--- src/rtl/pong_game_ctrl.sv ---
// Pong game sequencer: serve timing, ball step rate, scoring and game-over.
// The only block holding game state; all outputs are registered.
module pong_game_ctrl #(
  parameter int SERVE_FRAMES = 60,
  parameter int BALL_DIV     = 2,
  parameter int SCORE_LIMIT  = 9
) (
  input  logic       i_Clk,
  input  logic       i_Reset,
  input  logic       i_Frame_end,
  input  logic       i_Start,
  input  logic       i_Miss_P1,
  input  logic       i_Miss_P2,
  output logic       o_Game_active,
  output logic       o_Ball_step,
  output logic       o_Ball_reset,
  output logic [3:0] o_P1_score,
  output logic [3:0] o_P2_score,
  output logic [1:0] o_Winner,
  output logic [2:0] o_State
);

  localparam int SW = (SERVE_FRAMES > 1) ? $clog2(SERVE_FRAMES + 1) : 1;
  localparam int DW = (BALL_DIV > 1) ? $clog2(BALL_DIV) : 1;
  localparam logic [SW-1:0] SERVE_LAST = SW'(SERVE_FRAMES - 1);
  localparam logic [DW-1:0] DIV_LAST   = DW'(BALL_DIV - 1);
  localparam logic [3:0]    LIMIT      = 4'(SCORE_LIMIT);

  typedef enum logic [2:0] {
    S_IDLE     = 3'd0,
    S_SERVE    = 3'd1,
    S_PLAY     = 3'd2,
    S_POINT    = 3'd3,
    S_GAMEOVER = 3'd4
  } state_t;

  state_t        state, state_d;
  logic          start_q, start_rise;
  logic [SW-1:0] serve_cnt, serve_cnt_d;
  logic [DW-1:0] div_cnt, div_cnt_d;
  logic [3:0]    p1_d, p2_d, p1_inc, p2_inc;
  logic [1:0]    win_d;
  logic          step_d, breset_d, active_d;

  assign start_rise = i_Start & ~start_q;
  assign p1_inc     = o_P1_score + 4'd1;
  assign p2_inc     = o_P2_score + 4'd1;
  assign o_State    = state;

  always_ff @(posedge i_Clk) begin
    if (i_Reset) state <= S_IDLE;
    else         state <= state_d;
  end

  always_comb begin
    state_d = state;
    case (state)
      S_IDLE:     if (start_rise) state_d = S_SERVE;
      S_SERVE:    if (i_Frame_end && serve_cnt == SERVE_LAST) state_d = S_PLAY;
      S_PLAY: begin
        // A double miss is a replay; otherwise the scoring side may end the game.
        if (i_Miss_P1 && i_Miss_P2) state_d = S_POINT;
        else if (i_Miss_P2)         state_d = (p1_inc == LIMIT) ? S_GAMEOVER : S_POINT;
        else if (i_Miss_P1)         state_d = (p2_inc == LIMIT) ? S_GAMEOVER : S_POINT;
      end
      S_POINT:    state_d = S_SERVE;
      S_GAMEOVER: if (start_rise) state_d = S_SERVE;
      default:    state_d = S_IDLE;
    endcase
  end

  always_comb begin
    p1_d        = o_P1_score;
    p2_d        = o_P2_score;
    win_d       = o_Winner;
    serve_cnt_d = serve_cnt;
    div_cnt_d   = div_cnt;
    step_d      = 1'b0;
    case (state)
      S_IDLE: begin
        p1_d  = 4'd0;
        p2_d  = 4'd0;
        win_d = 2'd0;
      end
      S_SERVE: begin
        if (i_Frame_end) serve_cnt_d = serve_cnt + 1'b1;
        if (state_d == S_PLAY) div_cnt_d = '0;
      end
      S_PLAY: begin
        if (i_Miss_P1 || i_Miss_P2) begin
          if (i_Miss_P2 && !i_Miss_P1) begin
            p1_d = p1_inc;
            if (p1_inc == LIMIT) win_d = 2'd1;
          end else if (i_Miss_P1 && !i_Miss_P2) begin
            p2_d = p2_inc;
            if (p2_inc == LIMIT) win_d = 2'd2;
          end
        end else if (i_Frame_end) begin
          if (div_cnt == DIV_LAST) begin
            div_cnt_d = '0;
            step_d    = 1'b1;
          end else begin
            div_cnt_d = div_cnt + 1'b1;
          end
        end
      end
      S_GAMEOVER: begin
        if (start_rise) begin
          p1_d  = 4'd0;
          p2_d  = 4'd0;
          win_d = 2'd0;
        end
      end
      default: ;
    endcase
    breset_d = (state_d == S_SERVE) && (state != S_SERVE);
    if (breset_d) serve_cnt_d = '0;
    active_d = (state_d == S_PLAY);
  end

  always_ff @(posedge i_Clk) begin
    if (i_Reset) begin
      start_q       <= 1'b1;
      serve_cnt     <= '0;
      div_cnt       <= '0;
      o_P1_score    <= 4'd0;
      o_P2_score    <= 4'd0;
      o_Winner      <= 2'd0;
      o_Ball_step   <= 1'b0;
      o_Ball_reset  <= 1'b0;
      o_Game_active <= 1'b0;
    end else begin
      start_q       <= i_Start;
      serve_cnt     <= serve_cnt_d;
      div_cnt       <= div_cnt_d;
      o_P1_score    <= p1_d;
      o_P2_score    <= p2_d;
      o_Winner      <= win_d;
      o_Ball_step   <= step_d;
      o_Ball_reset  <= breset_d;
      o_Game_active <= active_d;
    end
  end

endmodule

--- config.mk ---
export PLATFORM = sky130hd
export DESIGN_NAME = pong_game_ctrl
export DESIGN_NICKNAME = d
export VERILOG_FILES = /design/src/rtl/pong_game_ctrl.sv
export SDC_FILE = /design/constraint.sdc
export NUM_CORES = 1
export LEC_CHECK = 0
export CORE_ASPECT_RATIO = 1.1
export CORE_MARGIN = 1.5
export CORE_UTILIZATION = 47
export DETAILED_ROUTE_END_ITERATION = 16
export PLACE_DENSITY_LB_ADDON = 0.25
export SLEW_MARGIN = 20
export SYNTH_ARGS = -nofsm -noshare
export SYNTH_HDL_FRONTEND = slang
export SYNTH_SLANG_ARGS = --single-unit
export TNS_END_PERCENT = 5
--- constraint.sdc ---
create_clock -name i_Clk -period 4.71 [get_ports i_Clk]
set_input_delay 1.1775 -clock i_Clk [delete_from_list [all_inputs] [get_ports i_Clk]]
set_output_delay 1.1775 -clock i_Clk [all_outputs]
set_load 0.01 [all_outputs]
==> results.rst <==
.. list-table::
   :header-rows: 1

   * - Metric
     - Value
   * - Run status
     - completed
   * - Number of register bits inferred by synthesis
     - 24
   * - Critical setup path kind
     - in -> reg
   * - Post-CTS Resized
     - 0
   * - Setup-violating endpoint count in the final report
     - 0
   * - Ant. Diodes
     - 0
   * - Transition time at the pin with the least slew margin
     - between 0.7 and 0.8 ns
   * - Worst Path Required
     - slightly below 5 ns
   * - Drc violations
     - 0
   * - Overall Global Routing Usage
     - 0.192
   * - CTS H-Tree Depth
     - 1
   * - Number of port buffers
     - 21
   * - Post-detailed-route count of antenna-violating nets
     - 0
   * - Power per Cell Area
     - 226 mW/mm^2
   * - Total number of vias
     - 1342
   * - Flop2flop setup slack
     - ~2.6 ns
   * - Skew-Pair Late Insertion Delay
     - around 0.31 ns
   * - Row cnt
     - 20
   * - Number of buffers inserted by hold repair at cts
     - 0
   * - Total area of sequential cells
     - 480 sq um
   * - Detailed router's first-iteration violation count
     - 27
   * - Unique masters post-synth
     - 46
   * - Netlist area before placement
     - approximately 0.0014 sq mm
   * - Std-Cell Core Area
     - roughly 0.0029 sq mm
   * - Clock transition at the registers of the reported paths
     - 0.13 ns
   * - Floorplan die area
     - between 0.003 and 0.004 sq mm
   * - Internal power summed over all cells
     - about 0.30 mW
   * - Ports placed on the boundary
     - 22
   * - Most common cell after layout, fill and taps aside
     - sky130_fd_sc_hd__dfxtp_1
   * - Commonest non-fill, non-tap cells in the layout
     - sky130_fd_sc_hd__dfxtp_1 (24), sky130_fd_sc_hd__nor2_1 (22), sky130_fd_sc_hd__clkdlybuf4s50_1 (21), sky130_fd_sc_hd__nand2_1 (17), sky130_fd_sc_hd__a21oi_1 (16)
   * - Max-slew violation count
     - 0
   * - Cell count after synthesis
     - between 150 and 200
   * - Multi-input gate area
     - approximately 890 sq um
   * - Sw frac
     - 0.214
   * - Worst Hold Class
     - reg -> reg
   * - Setup repair after global routing missed its margin
     - false
   * - Part of the total power dissipated in sequential elements
     - 0.533
   * - Relative contribution of combinational cells to total power
     - 0.080
   * - Max Cap Viol
     - 0
   * - Synthesized area per cell
     - 8.03 sq um
   * - Async set-reset flop share out of synthesis
     - 0
   * - Starting utilization of the core area
     - 0.507
   * - CTS buffer count
     - 3
   * - Postcts setup bufs
     - 0
   * - Top FF cell, synth
     - sky130_fd_sc_hd__dfxtp_1
   * - Maximum clock rate
     - 0.334 GHz
   * - Setup WS post-layout
     - between 1.5 and 2 ns
   * - Worst setup SP type
     - primary input
   * - HPWL after detailed placement
     - between 2000 and 2500 microns
   * - Detailed-route wire length
     - between 3000 and 4000 microns
   * - Clk buf depth
     - 2
   * - Root buffer selected by CTS
     - sky130_fd_sc_hd__clkbuf_4
   * - Largest fanout on the critical path
     - 7
   * - Routed length per instance
     - 13.4 microns
   * - Setup slack after placement
     - between 1 and 1.5 ns
   * - Synthesis-to-finish area growth
     - 18.4%
   * - Synthesized Nets
     - between 150 and 200
   * - Worst vdd rail ir drop
     - 0.214 mV
   * - Clock Sinks
     - 24
   * - Fraction of the cycle the final worst path needs
     - 0.636
   * - Total global routing overflow
     - 0
   * - Fraction of final layout cells with drive strength greater than 1
     - 0.0500
   * - Number of antenna violations at the first check in global routing
     - 0
   * - Drt via density
     - around 5.8
   * - Capturing element type of the critical path
     - register
   * - Number of hold violations in the final report
     - 0
   * - Tightest hold margin
     - between 0.4 and 0.5 ns
   * - Leakage component of the power
     - roughly 0.64 nW
   * - Summed negative setup slack over all endpoints
     - 0 ns
   * - Die Y-Extent
     - ~60 microns
   * - Total of warnings raised by yosys
     - 0
   * - Vias in the first global route
     - around 1200
   * - Normalized max-slew margin
     - 0.526
   * - Worst-case clock skew
     - approximately 0.0015 ns
   * - CTS tree
     - built
   * - Fillcell total
     - about 270
   * - Clock network fraction of total power
     - 0.387
   * - Switching power
     - ~0.083 mW
   * - Final Net Count
     - 216
   * - Routability congestion estimate from global placement
     - 0.887
   * - First-pass GRT wire length
     - roughly 5300 microns
   * - Total iterations of the first detailed-routing run
     - 4
   * - Critical Path AT
     - 3.18 ns
   * - Number of flops mapped to enable cells by yosys
     - 0
   * - Shortest period the worst path allows
     - 3.00 ns
   * - Die X-Extent
     - roughly 56 microns
   * - Sequential area share after synthesis
     - 0.332
   * - Maximum number of pins on one net before global-route repair
     - 20
[per-stage QoR]
stage / instance area [sq um] / std cells / power [mW] / utilization
2_1_floorplan: 1450 / 180 / 0.230 / -
3_3_place_gp: 1660 / 229 / 0.240 / 0.582
3_5_place_dp: 1660 / 229 / 0.241 / 0.582
4_1_cts: 1710 / 233 / 0.390 / 0.600
5_1_grt: 1710 / 233 / 0.401 / 0.600
6_report: 1710 / 233 / 0.386 / 0.600
[final cells by class]
cell class	count	area share
flip-flops and latches	24	0.281
repair buffers	21	0.123
multi-input cells	140	0.518
inverters	11	0.0241
well taps	33	0.0241
clock inverters	1	0.0175
clock buffers	3	0.0132
[cell families (layout without fill, tap and decap cells)]
kind of cell | count (synthesis) | count (layout) | share of synthesized area
DFF | 24 | 24 | 0.332
xor gates and xnor gates | 5 | 5 | 0.0303
buffers and inverters | 16 | 36 | 0.0545
muxes | 2 | 2 | 0.0139
and+or+nand+nor | 77 | 77 | 0.284
AOI/OAI and AO/OA | 47 | 47 | 0.207
adders and majority gates | 9 | 9 | 0.0779
[per-layer routing]
layer / global-route usage / vias up / part of all wire
met4: 0.0510 / 0 / 0.0083
li1: - / 683 / -
met3: 0.0273 / 4 / 0.038
met5: 0 / - / 0
met2: 0.344 / 28 / 0.46
met1: 0.248 / 627 / 0.49
[state kept, by name, summed over array words and instances, names as in the netlist]
signal	flops
start_q	1
o_Winner	2
serve_cnt	6
o_Ball_reset	1
o_P2_score	4
o_P1_score	4
o_Game_active	1
o_Ball_step	1
o_State	3
div_cnt	1
[final timing paths]
| check | to | startpoint | depth (start not counted) |
|---|---|---|---|
| hold reg to reg | o_Ball_step | div_cnt | 2 |
| setup reg to reg | o_P2_score[0] | o_State[1] | 6 |
| setup / recovery | o_P1_score[2] | i_Miss_P1 | 8 |
| hold / removal | o_Ball_step | div_cnt | 2 |
[power by group through the flow]
stage               sequential, mW  clock, mW  combinational [mW]
floorplan                    0.210          0              0.0203
CTS                          0.206      0.153              0.0304
global placement             0.210          0              0.0295
finish                       0.206      0.149              0.0307
detailed placement           0.210          0              0.0302
global route                 0.206      0.161              0.0338
[worst max-delay path, cell delays in order]
cell	delay [ns]
sky130_fd_sc_hd__clkdlybuf4s50_1	0.60
sky130_fd_sc_hd__inv_1	0.12
sky130_fd_sc_hd__ha_1	0.28
sky130_fd_sc_hd__nor2_1	0.16
sky130_fd_sc_hd__o21a_1	0.28
sky130_fd_sc_hd__o21ai_0	0.24
sky130_fd_sc_hd__o21ai_1	0.21
sky130_fd_sc_hd__a21oi_1	0.09
[Yosys cell counts (2+ instances only)]
master / n / area, sq um
sky130_fd_sc_hd__xor2_1: 2 / 17.5
sky130_fd_sc_hd__o21ai_0: 9 / 45.0
sky130_fd_sc_hd__mux2i_1: 2 / 20.0
sky130_fd_sc_hd__o21a_1: 2 / 15.0
sky130_fd_sc_hd__o22ai_1: 2 / 12.5
sky130_fd_sc_hd__inv_1: 11 / 41.3
sky130_fd_sc_hd__a31oi_1: 4 / 25.0
sky130_fd_sc_hd__nand2_1: 17 / 63.8
sky130_fd_sc_hd__buf_6: 2 / 22.5
sky130_fd_sc_hd__a21boi_0: 2 / 15.0
sky130_fd_sc_hd__dfxtp_1: 24 / 480
sky130_fd_sc_hd__a21oi_1: 16 / 80.1
sky130_fd_sc_hd__nand3b_1: 2 / 15.0
sky130_fd_sc_hd__nand3_1: 7 / 35.0
sky130_fd_sc_hd__nor2_1: 22 / 82.6
sky130_fd_sc_hd__nor3b_1: 2 / 15.0
sky130_fd_sc_hd__xnor2_1: 3 / 26.3
sky130_fd_sc_hd__nor2b_1: 2 / 12.5
sky130_fd_sc_hd__a41oi_1: 2 / 17.5
sky130_fd_sc_hd__clkbuf_1: 2 / 7.51
sky130_fd_sc_hd__nand2b_1: 6 / 37.5
sky130_fd_sc_hd__ha_1: 9 / 113
sky130_fd_sc_hd__or3_1: 2 / 12.5
sky130_fd_sc_hd__nor3_1: 3 / 15.0
sky130_fd_sc_hd__nand4_1: 4 / 25.0
Note: power is estimated with default switching activity, not from simulation.
